**src/rtl/inst_seq_ctrl_pkg.sv**
```systemverilog
// Shared encodings for the rysyCore fetch-stage sequencer.
// Holds the inst_sel encodings seen by inst_mgmt, the sequencer state codes
// and the exit-target helper shared by all timed states.
package inst_seq_ctrl_pkg;

  localparam int unsigned SEL_W       = 2;
  localparam int unsigned STATE_W     = 3;
  localparam int unsigned CNT_W       = 3;
  localparam int unsigned STALL_CNT_W = 16;

  // Instruction select driven to inst_mgmt; 2'd3 is never produced.
  typedef enum logic [SEL_W-1:0] {
    INST_NOP = 2'd0,
    INST_MEM = 2'd1,
    INST_OLD = 2'd2
  } inst_sel_e;

  // Sequencer state codes, also exported on ctrl_state for debug.
  typedef enum logic [STATE_W-1:0] {
    ST_BOOT     = 3'd0,
    ST_RUN      = 3'd1,
    ST_FLUSH    = 3'd2,
    ST_STALL    = 3'd3,
    ST_WAIT_MEM = 3'd4
  } ctrl_state_e;

  // Where a timed state goes when it ends: straight to RUN only if fetch data is valid.
  function automatic ctrl_state_e exit_target(input logic mem_ready);
    return mem_ready ? ST_RUN : ST_WAIT_MEM;
  endfunction

endpackage

```
**src/rtl/inst_seq_ctrl_sat_counter.sv**
```systemverilog
// Saturating up-counter with synchronous clear.
// Ports:
//   clk_i   - clock
//   clr_i   - synchronous clear (highest priority)
//   inc_i   - increment request; ignored once the count is all ones
//   count_o - current count
module inst_seq_ctrl_sat_counter #(
  parameter int unsigned WIDTH = 16
) (
  input  logic             clk_i,
  input  logic             clr_i,
  input  logic             inc_i,
  output logic [WIDTH-1:0] count_o
);

  logic [WIDTH-1:0] count_q;
  logic [WIDTH-1:0] count_d;

  // Next count: clear wins, then increment unless already saturated.
  always_comb begin
    count_d = count_q;
    if (clr_i) begin
      count_d = '0;
    end else if (inc_i && (count_q != '1)) begin
      count_d = count_q + WIDTH'(1);
    end
  end

  always_ff @(posedge clk_i) begin
    count_q <= count_d;
  end

  assign count_o = count_q;

endmodule

```
**src/rtl/inst_seq_ctrl.sv**
```systemverilog
// Fetch-stage pipeline sequencer: sole driver of inst_mgmt's inst_sel.
// Chooses fresh memory word, held instruction or NOP each cycle and keeps the
// fetch PC hold/load consistent with that choice.
// Ports:
//   clk, rst      - clock, synchronous active-high reset
//   branch_taken  - execute resolved a taken branch/jump this cycle
//   load_use      - decode detected a load-use dependency this cycle
//   mem_ready     - instruction memory rdata valid this cycle
//   inst_sel      - INST_NOP / INST_MEM / INST_OLD to inst_mgmt (registered)
//   pc_hold       - fetch PC keeps its value (registered)
//   pc_load       - fetch PC loads the branch target this cycle (combinational)
//   ctrl_state    - current state code, debug only
//   stall_cnt     - saturating count of non-INST_MEM cycles outside BOOT
module inst_seq_ctrl
  import inst_seq_ctrl_pkg::*;
#(
  parameter int unsigned BOOT_DEPTH  = 2,
  parameter int unsigned FLUSH_DEPTH = 2,
  parameter int unsigned STALL_DEPTH = 1
) (
  input  logic                   clk,
  input  logic                   rst,
  input  logic                   branch_taken,
  input  logic                   load_use,
  input  logic                   mem_ready,
  output logic [SEL_W-1:0]       inst_sel,
  output logic                   pc_hold,
  output logic                   pc_load,
  output logic [STATE_W-1:0]     ctrl_state,
  output logic [STALL_CNT_W-1:0] stall_cnt
);

  ctrl_state_e      state_q, state_d;
  logic [CNT_W-1:0] cnt_q, cnt_d;
  inst_sel_e        inst_sel_q, inst_sel_d;
  logic             pc_hold_q, pc_hold_d;

  // Next-state and residency counter.
  always_comb begin
    state_d = state_q;
    cnt_d   = cnt_q - CNT_W'(1);
    case (state_q)
      ST_BOOT: begin
        if (cnt_q == CNT_W'(1)) state_d = exit_target(mem_ready);
      end
      ST_RUN: begin
        if (branch_taken) begin
          state_d = ST_FLUSH;
          cnt_d   = CNT_W'(FLUSH_DEPTH);
        end else if (load_use) begin
          state_d = ST_STALL;
          cnt_d   = CNT_W'(STALL_DEPTH);
        end else if (!mem_ready) begin
          state_d = ST_WAIT_MEM;
        end
      end
      // Flushed slots are invalid, so their branch/load_use are ignored.
      ST_FLUSH: begin
        if (cnt_q == CNT_W'(1)) state_d = exit_target(mem_ready);
      end
      ST_STALL: begin
        if (branch_taken) begin
          state_d = ST_FLUSH;
          cnt_d   = CNT_W'(FLUSH_DEPTH);
        end else if (cnt_q == CNT_W'(1)) begin
          // A fresh hazard on the last stall cycle extends the stall.
          if (load_use) begin
            cnt_d = CNT_W'(STALL_DEPTH);
          end else begin
            state_d = exit_target(mem_ready);
          end
        end
      end
      ST_WAIT_MEM: begin
        if (branch_taken) begin
          state_d = ST_FLUSH;
          cnt_d   = CNT_W'(FLUSH_DEPTH);
        end else if (mem_ready) begin
          state_d = ST_RUN;
        end
      end
      default: begin
        state_d = ST_BOOT;
        cnt_d   = CNT_W'(BOOT_DEPTH);
      end
    endcase
  end

  // Moore decode of the upcoming state so the registered outputs track state_q.
  always_comb begin
    inst_sel_d = INST_NOP;
    pc_hold_d  = 1'b1;
    case (state_d)
      ST_RUN: begin
        inst_sel_d = INST_MEM;
        pc_hold_d  = 1'b0;
      end
      ST_FLUSH: pc_hold_d  = 1'b0;
      ST_STALL: inst_sel_d = INST_OLD;
      default: ;
    endcase
  end

  always_ff @(posedge clk) begin
    if (rst) begin
      state_q    <= ST_BOOT;
      cnt_q      <= CNT_W'(BOOT_DEPTH);
      inst_sel_q <= INST_NOP;
      pc_hold_q  <= 1'b1;
    end else begin
      state_q    <= state_d;
      cnt_q      <= cnt_d;
      inst_sel_q <= inst_sel_d;
      pc_hold_q  <= pc_hold_d;
    end
  end

  assign inst_sel   = inst_sel_q;
  assign pc_hold    = pc_hold_q;
  assign ctrl_state = state_q;
  assign pc_load    = !rst && branch_taken &&
                      (state_q inside {ST_RUN, ST_STALL, ST_WAIT_MEM});

  // Count every non-MEM cycle once boot has finished.
  inst_seq_ctrl_sat_counter #(
    .WIDTH(STALL_CNT_W)
  ) u_stall_cnt (
    .clk_i  (clk),
    .clr_i  (rst),
    .inc_i  ((state_q != ST_BOOT) && (inst_sel_q != INST_MEM)),
    .count_o(stall_cnt)
  );

endmodule

```
**config.mk**
```make
export PLATFORM = sky130hd
export DESIGN_NAME = inst_seq_ctrl
export DESIGN_NICKNAME = d
export VERILOG_FILES = /design/src/rtl/inst_seq_ctrl_pkg.sv /design/src/rtl/inst_seq_ctrl_sat_counter.sv /design/src/rtl/inst_seq_ctrl.sv
export SDC_FILE = /design/constraint.sdc
export NUM_CORES = 1
export LEC_CHECK = 0
export ABC_AREA = 1
export BUFFER_PORTS_ARGS = -buffer_cell sky130_fd_sc_hd__buf_4
export CORE_MARGIN = 2
export CORE_UTILIZATION = 25
export CTS_CLUSTER_DIAMETER = 80
export CTS_CLUSTER_SIZE = 24
export DETAILED_ROUTE_END_ITERATION = 10
export PLACE_DENSITY = 0.42
export SYNTH_ARGS = -nofsm -noshare
export SYNTH_HDL_FRONTEND = slang
export SYNTH_HIERARCHICAL = 1
export SYNTH_SLANG_ARGS = --single-unit
```
**constraint.sdc**
```tcl
create_clock -name clk -period 3.8 [get_ports clk]
set_clock_uncertainty 0.15 [all_clocks]
set_input_delay 0.76 -clock clk [delete_from_list [all_inputs] [get_ports clk]]
set_output_delay 0.76 -clock clk [all_outputs]
set_load 0.01 [all_outputs]
```
# [Yosys cells after proc, flatten, opt, wreduce, memory -nomap -nowiden]
# Index checks and enable logic that the tools add are counted.
[op_classes] n_eq_ne=10 reduce_logical=10 mux=19 add_sub_neg=2
[ops] cell="2-to-1 mux 3 bit" n=15
[ops] cell="case mux 3 bit (4 select lines)" n=2
[ops] cell="adder 16 x 1 -> 16 bit (second input constant)" n=1
[ops] cell="!= test 16 bit (second input constant)" n=1
[ops] cell="== test 3 x 2 -> 1 bit (second input constant)" n=4
[ops] cell="== test 3 x 1 -> 1 bit (second input constant)" n=3
[ops] cell="nonzero test 3 bit" n=2
[ops] cell="logical AND 1 bit" n=4
[ops] cell="case mux 2 bit (2 select lines)" n=1
[ops] cell="OR reduction 2 bit" n=2
[ops] cell="== test 3 bit (second input constant)" n=1
[ops] cell="zero test 3 bit" n=1
[ops] cell="subtractor 3 x 1 -> 3 bit (second input constant)" n=1
[ops] cell="!= test 2 x 1 -> 1 bit (second input constant)" n=1
[ops] cell="zero test 1 bit" n=1
[ops] cell="2-to-1 mux 1 bit" n=1
[totals] elab_cells=46 in_bits=5 reg_bits=25

# [Depth between registers and ports, before layout]
# Gate-level depths: netlist of the first run.
[logic_depth] word_depth=8 depth_mapped=11 ltp_nobuf=10

# [Hierarchy]
# Netlist of the first run, hierarchy kept.
[modules_own_cells] mod="inst_seq_ctrl_sat_counter" seq_area_each_um2=320.3 cells_each=149 instances=1 area_each_um2=929.6
[modules_own_cells] mod="inst_seq_ctrl" seq_area_each_um2=180.2 cells_each=103 instances=1 area_each_um2=615.6

# [Least setup slack after synthesis of the first run]
# Ideal clock, no wire load.
[synth_path] kind="input to output" startpoint="input port rst" endpoint="output port pc_load" path_buffers=1 path_stages=4 path_slack_ns=1.574 arrival_time_ns=1.316 path_cell_list="clkbuf_1 a21oi_1 inv_1 nor2_1"
[synth_via] elab_chain_cells=3
[synth_rtl] element="from (decl)" line="inst_seq_ctrl.sv:22" source="input logic rst,"
[synth_rtl] element="zero test 1 bit" line="inst_seq_ctrl.sv:121" source="assign pc_load = !rst && branch_taken &&"
[synth_rtl] element="logical AND 1 bit (2 in series)" line="inst_seq_ctrl.sv:121"
[synth_rtl] element="to (decl)" line="inst_seq_ctrl.sv:28" source="output logic pc_load,"
# Every way passes these cells.

# [Final worst setup path of the first run]
[layout_path] startpoint="register state_q[0] (netlist: ctrl_state[0])" endpoint="output port pc_load"
[layout_via] elab_chain_cells=3 word_cells_on_any_way=5 cone_classes="eq/ne: 3; reduce/logical: 2"
[layout_rtl] element="from (decl)" line="inst_seq_ctrl.sv:33" source="ctrl_state_e state_q, state_d;"
[layout_rtl] element="from (signal assigned)" line="inst_seq_ctrl.sv:111" source="state_q <= state_d;"
[layout_rtl] element="== test 3 x 1 -> 1 bit (tied with other cells)" line="inst_seq_ctrl.sv:122" source="(state_q inside {ST_RUN, ST_STALL, ST_WAIT_MEM});"
[layout_rtl] element="nonzero test 3 bit (*)" line="inst_seq_ctrl.sv:122"
[layout_rtl] element="logical AND 1 bit (*)" line="inst_seq_ctrl.sv:121"
# Mark *: on every way between the ends. The rest lies on a longest branch, timed or not.

==> results of run 1 <==
final timing paths:
kind / start / to / slack (ns) / cells after the start
worst max register to register: ctrl_state[2] / u_stall_cnt/count_o[13] / 1.49 / 8
worst max-delay path: ctrl_state[0] / pc_load / 1.37 / 6
worst min-delay path: u_stall_cnt/count_o[1] / u_stall_cnt/count_o[1] / 0.38 / 2
worst min register to register: u_stall_cnt/count_o[1] / u_stall_cnt/count_o[1] / 0.38 / 2
report_power, final:
part / switching (uW) / internal, uW
logic: 60.7 / 38.4
clock network: 92.4 / 73.6
registers: 10.7 / 274
total: 164 / 386
cells in the mapped netlist, types with 2 or more instances:
master	instances
a21oi_1	11
dfxtp_1	25
ha_1	3
inv_1	28
nand2_1	72
nand2_2	2
nand3_1	23
nand4_1	5
nor2_1	52
nor2_2	11
nor2_4	3
nor3_1	4
o21ai_0	3
worst max-delay path, cell delays in order, from the launching register on:
cell and delay (ns):
dfxtp_1 0.39, nor2_1 0.23, inv_1 0.11, a21oi_1 0.25
inv_1 0.07, nor2_1 0.08, buf_4 0.12
flip-flops by register name, summed over array words and instances, names as in the netlist:
name	count
u_stall_cnt/count_o	16
cnt_q	3
ctrl_state	3
inst_sel	2
pc_hold	1
area by class of cell:
| class | count | area share (%) |
|---|---|---|
| Multi-Input combinational cell | 195 | 49.0 |
| Sequential cell | 25 | 26.9 |
| Timing Repair Buffer | 27 | 10.9 |
| Inverter | 28 | 5.65 |
| Tap cell | 75 | 5.04 |
| Clock buffer | 3 | 2.22 |
| Clock inverter | 1 | 0.269 |
through the flow:
step,total power [uW],util (%)
after floorplan,361,-
after global placement,393,30.5
after detailed placement,391,30.5
after CTS,564,31.2
after global routing,587,31.2
final,550,31.2
per-layer routing:
metal	routed length [um]	up-vias	global-route usage, %
met5	0	-	0
met4	51	0	3.93
met3	137	4	2.72
met2	1680	31	20.7
met1	1970	681	17.0
li1	-	843	-
logic make-up (layout without fill, tap and decap cells):
logic type,Yosys count,count (layout),share of synthesized area [%]
flops,25,25,32.4
compound gates,17,17,5.99
buf+inv,32,59,8.58
simple gates,174,174,50.0
fa+ha+maj,3,3,2.43
xor+xnor,1,1,0.567
==> flow_summary.toml, run 1 <==
[final_layout]
nets = 288
n_antenna_cell = 0
drive_above_1_share_pct = 17.2
synthToLayoutAreaGrowth_pct = 20.4
layout_common_cells = "nand2_1 (72), nor2_1 (52), inv_1 (28), buf_4 (27), dfxtp_1 (25)"
multi_input_comb_area_um2 = 912
regArea_um2 = 500
final_cells = 354
fill_cells = 679
postLayoutCellArea_um2 = 1860
final_common_cell = "nand2_1"

[placement]
gp_congestion = 0.822
placed_cells = 350
hpwl_mm = 3.01
dp_slack_ns = 1.49
placed_cell_area_um2 = 1810
port_buffers = 27

[global_route]
grt_max_degree = 17
antenna_found_initial = 0
grt_pass1_wl_mm = 6.76
grt_usage_pct = 12.8
grt_pass1_vias = 1499
overflow = 0

[detailed_routing]
wl_mm = 3.83
dr.first_iter.drc_count = 56
vias_per_cell = 4.40
dr.pass1.iters = 4
num_vias = 1559
drc = 0
wl_per_cell_um = 10.8
final_antenna_net_count = 0

[die]
initial_core_util_pct = 25.9
ioPinCount = 28
die_x_um = 82.6
row_count = 28
dieHeight_um = 82.6
die_area_um2 = 6830
core_um2 = 5960

[run_status]
status = "complete, no violations"

[synthesis]
ys_seq_area_share_pct = 32.4
ys_top_cells_by_area = "dfxtp_1 (32%), nand2_1 (17%), nor2_1 (13%)"
syn_area_um2 = 1550
synth_nets = 260
async_reset_ff_share_pct = 0
synth.distinct_cells = 23
syn_inst = 252
yosysWarnings = 6
ys_seq_elements = 25
yosysTopAreaCellShare_pct = 32.4
ys.flop_type = "dfxtp_1"
syn_area_per_cell_um2 = 6.13
yosysTopAreaCell = "dfxtp_1"
synth_edf_count = 0

[worst_setup_path]
arrival_ns = 1.52
worstPathMaxFanout = 6
path_class = "flip-flop to output pin"
end_kind = "output pin"
required_ns = 2.89
start_kind = "flip-flop"

[sta]
worst_pin_slew_ns = 0.676
period_share_pct = 63.9
fin_setup_tns_ns = 0
min_period_ns = 2.43
hold_viol = 0
hold_ws_ns = 0.381
setup_viol = 0
rsz0062_at_grt = "no"
drv_slew = 0
max_slew_margin_pct = 55.0
layout_setup_ws_ns = 1.37
max_freq_mhz = 412

[clock_tree]
cts_tree = "built"
cts_buffers = 3
root_buffer = "clkbuf_8"
cts_setup_buffers = 0
clock_latency_ns = 0.28
htreeDepth = 1
hold_buffers = 0
clockBufferDepth = 2
path_clk_slew_ns = 0.10
ctsResizeCount = 0
cts.sinks = 25

[power]
p_per_area_nw_per_um2 = 296
irDropWorstVdd_v = 0.000124
p_leak_uw = 0.000860

[run]
maxCapViolCount = 0

[worst_hold_path]
hold_class = "flip-flop to flip-flop"
Note: power is estimated with default switching activity, not from simulation.
==> inputs of run 2 (changes only) <==
- ABC_AREA: 1 -> 0
- PLACE_DENSITY: 0.42 -> 0.44
- clock period: 3.8 -> 2.16 ns (I/O delays scaled with it)
==> run 2 against run 1 <==
Against the previous run: synthesized cell count down 37%; power up 61%; sequential share of layout area up 1.7 points; worst setup slack worse by 1.1 ns; cell count down 25%; hold slack worse by 0.20 ns; combinational power up 20%; largest cell class unchanged; core utilization up 0.79 points; die area down 9.0%; synthesized area down 9.4%; via count down 15%; critical endpoint is now u_stall_cnt/count_o[15]; routed wire length down 11%.
==> flow_summary.toml, run 2 <==
[run_status]
status = "complete, no violations"

[synthesis]
syn_inst = 160
synth.distinct_cells = 48
yosysWarnings = 6
synth_edf_count = 0
ys.flop_type = "dfxtp_1"
syn_area_per_cell_um2 = 8.75
ys_seq_area_share_pct = 35.7
synth_most_common_cell = "dfxtp_1"
synth_common_cells = "dfxtp_1 (25), a21oi_1 (14), nor2_1 (11)"
yosysTopAreaCellShare_pct = 35.7
yosysTopAreaCell = "dfxtp_1"
ys_top_cells_by_area = "dfxtp_1 (36%), a21oi_1 (5.0%), or4_1 (3.8%)"
async_reset_ff_share_pct = 0
ys_seq_elements = 25
syn_area_um2 = 1400
synth_nets = 168

[final_layout]
multi_input_comb_area_um2 = 835
synthToLayoutAreaGrowth_pct = 25.2
drive_above_1_share_pct = 26.0
n_antenna_cell = 0
layout_common_cells = "buf_4 (34), dfxtp_1 (25), a21oi_1 (14), nor2_1 (11), nand2_1 (9)"
nets = 201
final_common_cell = "buf_4"
regArea_um2 = 500
fill_cells = 600
final_cells = 264
postLayoutCellArea_um2 = 1750
largest_reg_flops = 16

[clock_tree]
root_buffer = "clkbuf_8"
clockBufferDepth = 2
cts_setup_buffers = 0
ctsResizeCount = 0
cts_tree = "built"
cts_buffers = 3
htreeDepth = 1
hold_buffers = 0
clock_latency_ns = 0.27
path_clk_slew_ns = 0.09
cts.sinks = 25

[worst_setup_path]
arrival_ns = 1.93
r2r-start = "u_stall_cnt/count_o[0]"
start_kind = "flip-flop"
required_ns = 2.17
crit_family = "simple AND/OR/NAND/NOR gates"
slowest_stage = "dfxtp_1"
crit_buf_inv = 1
crit_cells = 6
end_kind = "flip-flop"
worstPathMaxFanout = 10
critPathMaxStageDelay_ns = 0.42
r2r-end = "u_stall_cnt/count_o[15]"
worstPathCellList = "ha_1, nand3_1, nor4_4, buf_4, or4_1, a21oi_1"
r2r_slack_ns = 0.23
reg2regPathDepth = 6
path_class = "flip-flop to flip-flop"

[detailed_routing]
vias_per_cell = 5.00
final_antenna_net_count = 0
dr.pass1.iters = 4
drc = 0
num_vias = 1320
wl_per_cell_um = 13.0
wl_mm = 3.42
dr.first_iter.drc_count = 70

[placement]
hpwl_mm = 2.53
placed_cells = 260
placed_cell_area_um2 = 1710
port_buffers = 27
gp_congestion = 0.788

[sta]
drv_slew = 0
min_period_ns = 1.93
rsz0062_at_grt = "no"
fin_setup_tns_ns = 0
hold_viol = 0
worst_pin_slew_ns = 0.583
setup_viol = 0
hold_ws_ns = 0.179
max_freq_mhz = 519
period_share_pct = 89.2
max_slew_margin_pct = 60.6

[run]
maxCapViolCount = 0

[global_route]
grt_max_degree = 26
antenna_found_initial = 0
overflow = 0
grt_pass1_wl_mm = 5.62
grt_usage_pct = 11.3
grt_pass1_vias = 1134

[die]
ioPinCount = 28
initial_core_util_pct = 25.6
core_um2 = 5470
dieHeight_um = 78.8
die_x_um = 78.8
row_count = 27
die_area_um2 = 6210

[power]
switching_share_pct = 25.6
p_leak_uw = 0.000681
p_sw_uw = 228
p_per_area_nw_per_um2 = 507
p_comb_share_pct = 13.4
irDropWorstVdd_v = 0.000193
p_clk_share_pct = 31.8
pwr-share-seq_pct = 54.8
intPower_uw = 661

[worst_hold_path]
min-delay-start = "mem_ready"
hold_class = "input pin to flip-flop"
hold_depth = 2
whs_endpoint = "ctrl_state[2]"
==> run 2: area by class of cell <==
cell class | instances | area share, %
well taps | 72 | 5.14
clock inverters | 1 | 0.286
repair buffers | 34 | 14.6
clock buffers | 3 | 2.36
inverters | 7 | 1.50
flip-flops and latches | 25 | 28.6
multi-input cells | 122 | 47.6
==> run 2: how the worst max path moves through the flow <==
| stage | end | slack, ns | startpoint |
|---|---|---|---|
| 2_1_floorplan | u_stall_cnt/count_o[7] | 0.13 | ctrl_state[2] |
| 5_1_grt | u_stall_cnt/count_o[15] | 0.006 | u_stall_cnt/count_o[0] |
| 6_report | u_stall_cnt/count_o[15] | 0.23 | u_stall_cnt/count_o[0] |
| 4_1_cts | u_stall_cnt/count_o[15] | 0.23 | u_stall_cnt/count_o[0] |
| 3_5_place_dp | u_stall_cnt/count_o[15] | 0.28 | u_stall_cnt/count_o[8] |
| 3_3_place_gp | u_stall_cnt/count_o[15] | 0.27 | u_stall_cnt/count_o[8] |
==> run 2: metal layers <==
metal / global-route usage (%) / share of wire (%) / vias up
li1: - / - / 667
met1: 16.0 / 49 / 623
met2: 17.4 / 45 / 25
met3: 1.82 / 3.7 / 5
met4: 4.14 / 1.5 / 0
met5: 0 / 0 / -
==> run 2: stage by stage <==
step	total power, uW	util, %	worst slack [ns]
2_1_floorplan	573	-	0.127
3_3_place_gp	615	31.2	0.270
3_5_place_dp	618	31.2	0.277
4_1_cts	903	32.0	0.233
5_1_grt	934	32.0	0.00648
6_report	888	32.0	0.233
==> run 2: cell families after synthesis <==
logic type               Yosys count  share of synthesized area (%)
multiplexers                       4                           2.95
AND/OR/NAND/NOR                   74                           34.3
flip-flops                        25                           35.7
AO/OA/AOI/OAI                     38                           17.8
adder cells (fa/ha/maj)            3                           2.68
buffers and inverters             13                           4.65
XOR/XNOR                           3                           1.88
==> run 2: power groups by stage <==
stage / Combinational [uW] / Clock (uW) / Sequential, uW
final: 119 / 283 / 487
after global routing: 134 / 310 / 489
after CTS: 121 / 296 / 487
after detailed placement: 120 / 0 / 498
after global placement: 119 / 0 / 496
after floorplan: 72.4 / 0 / 500
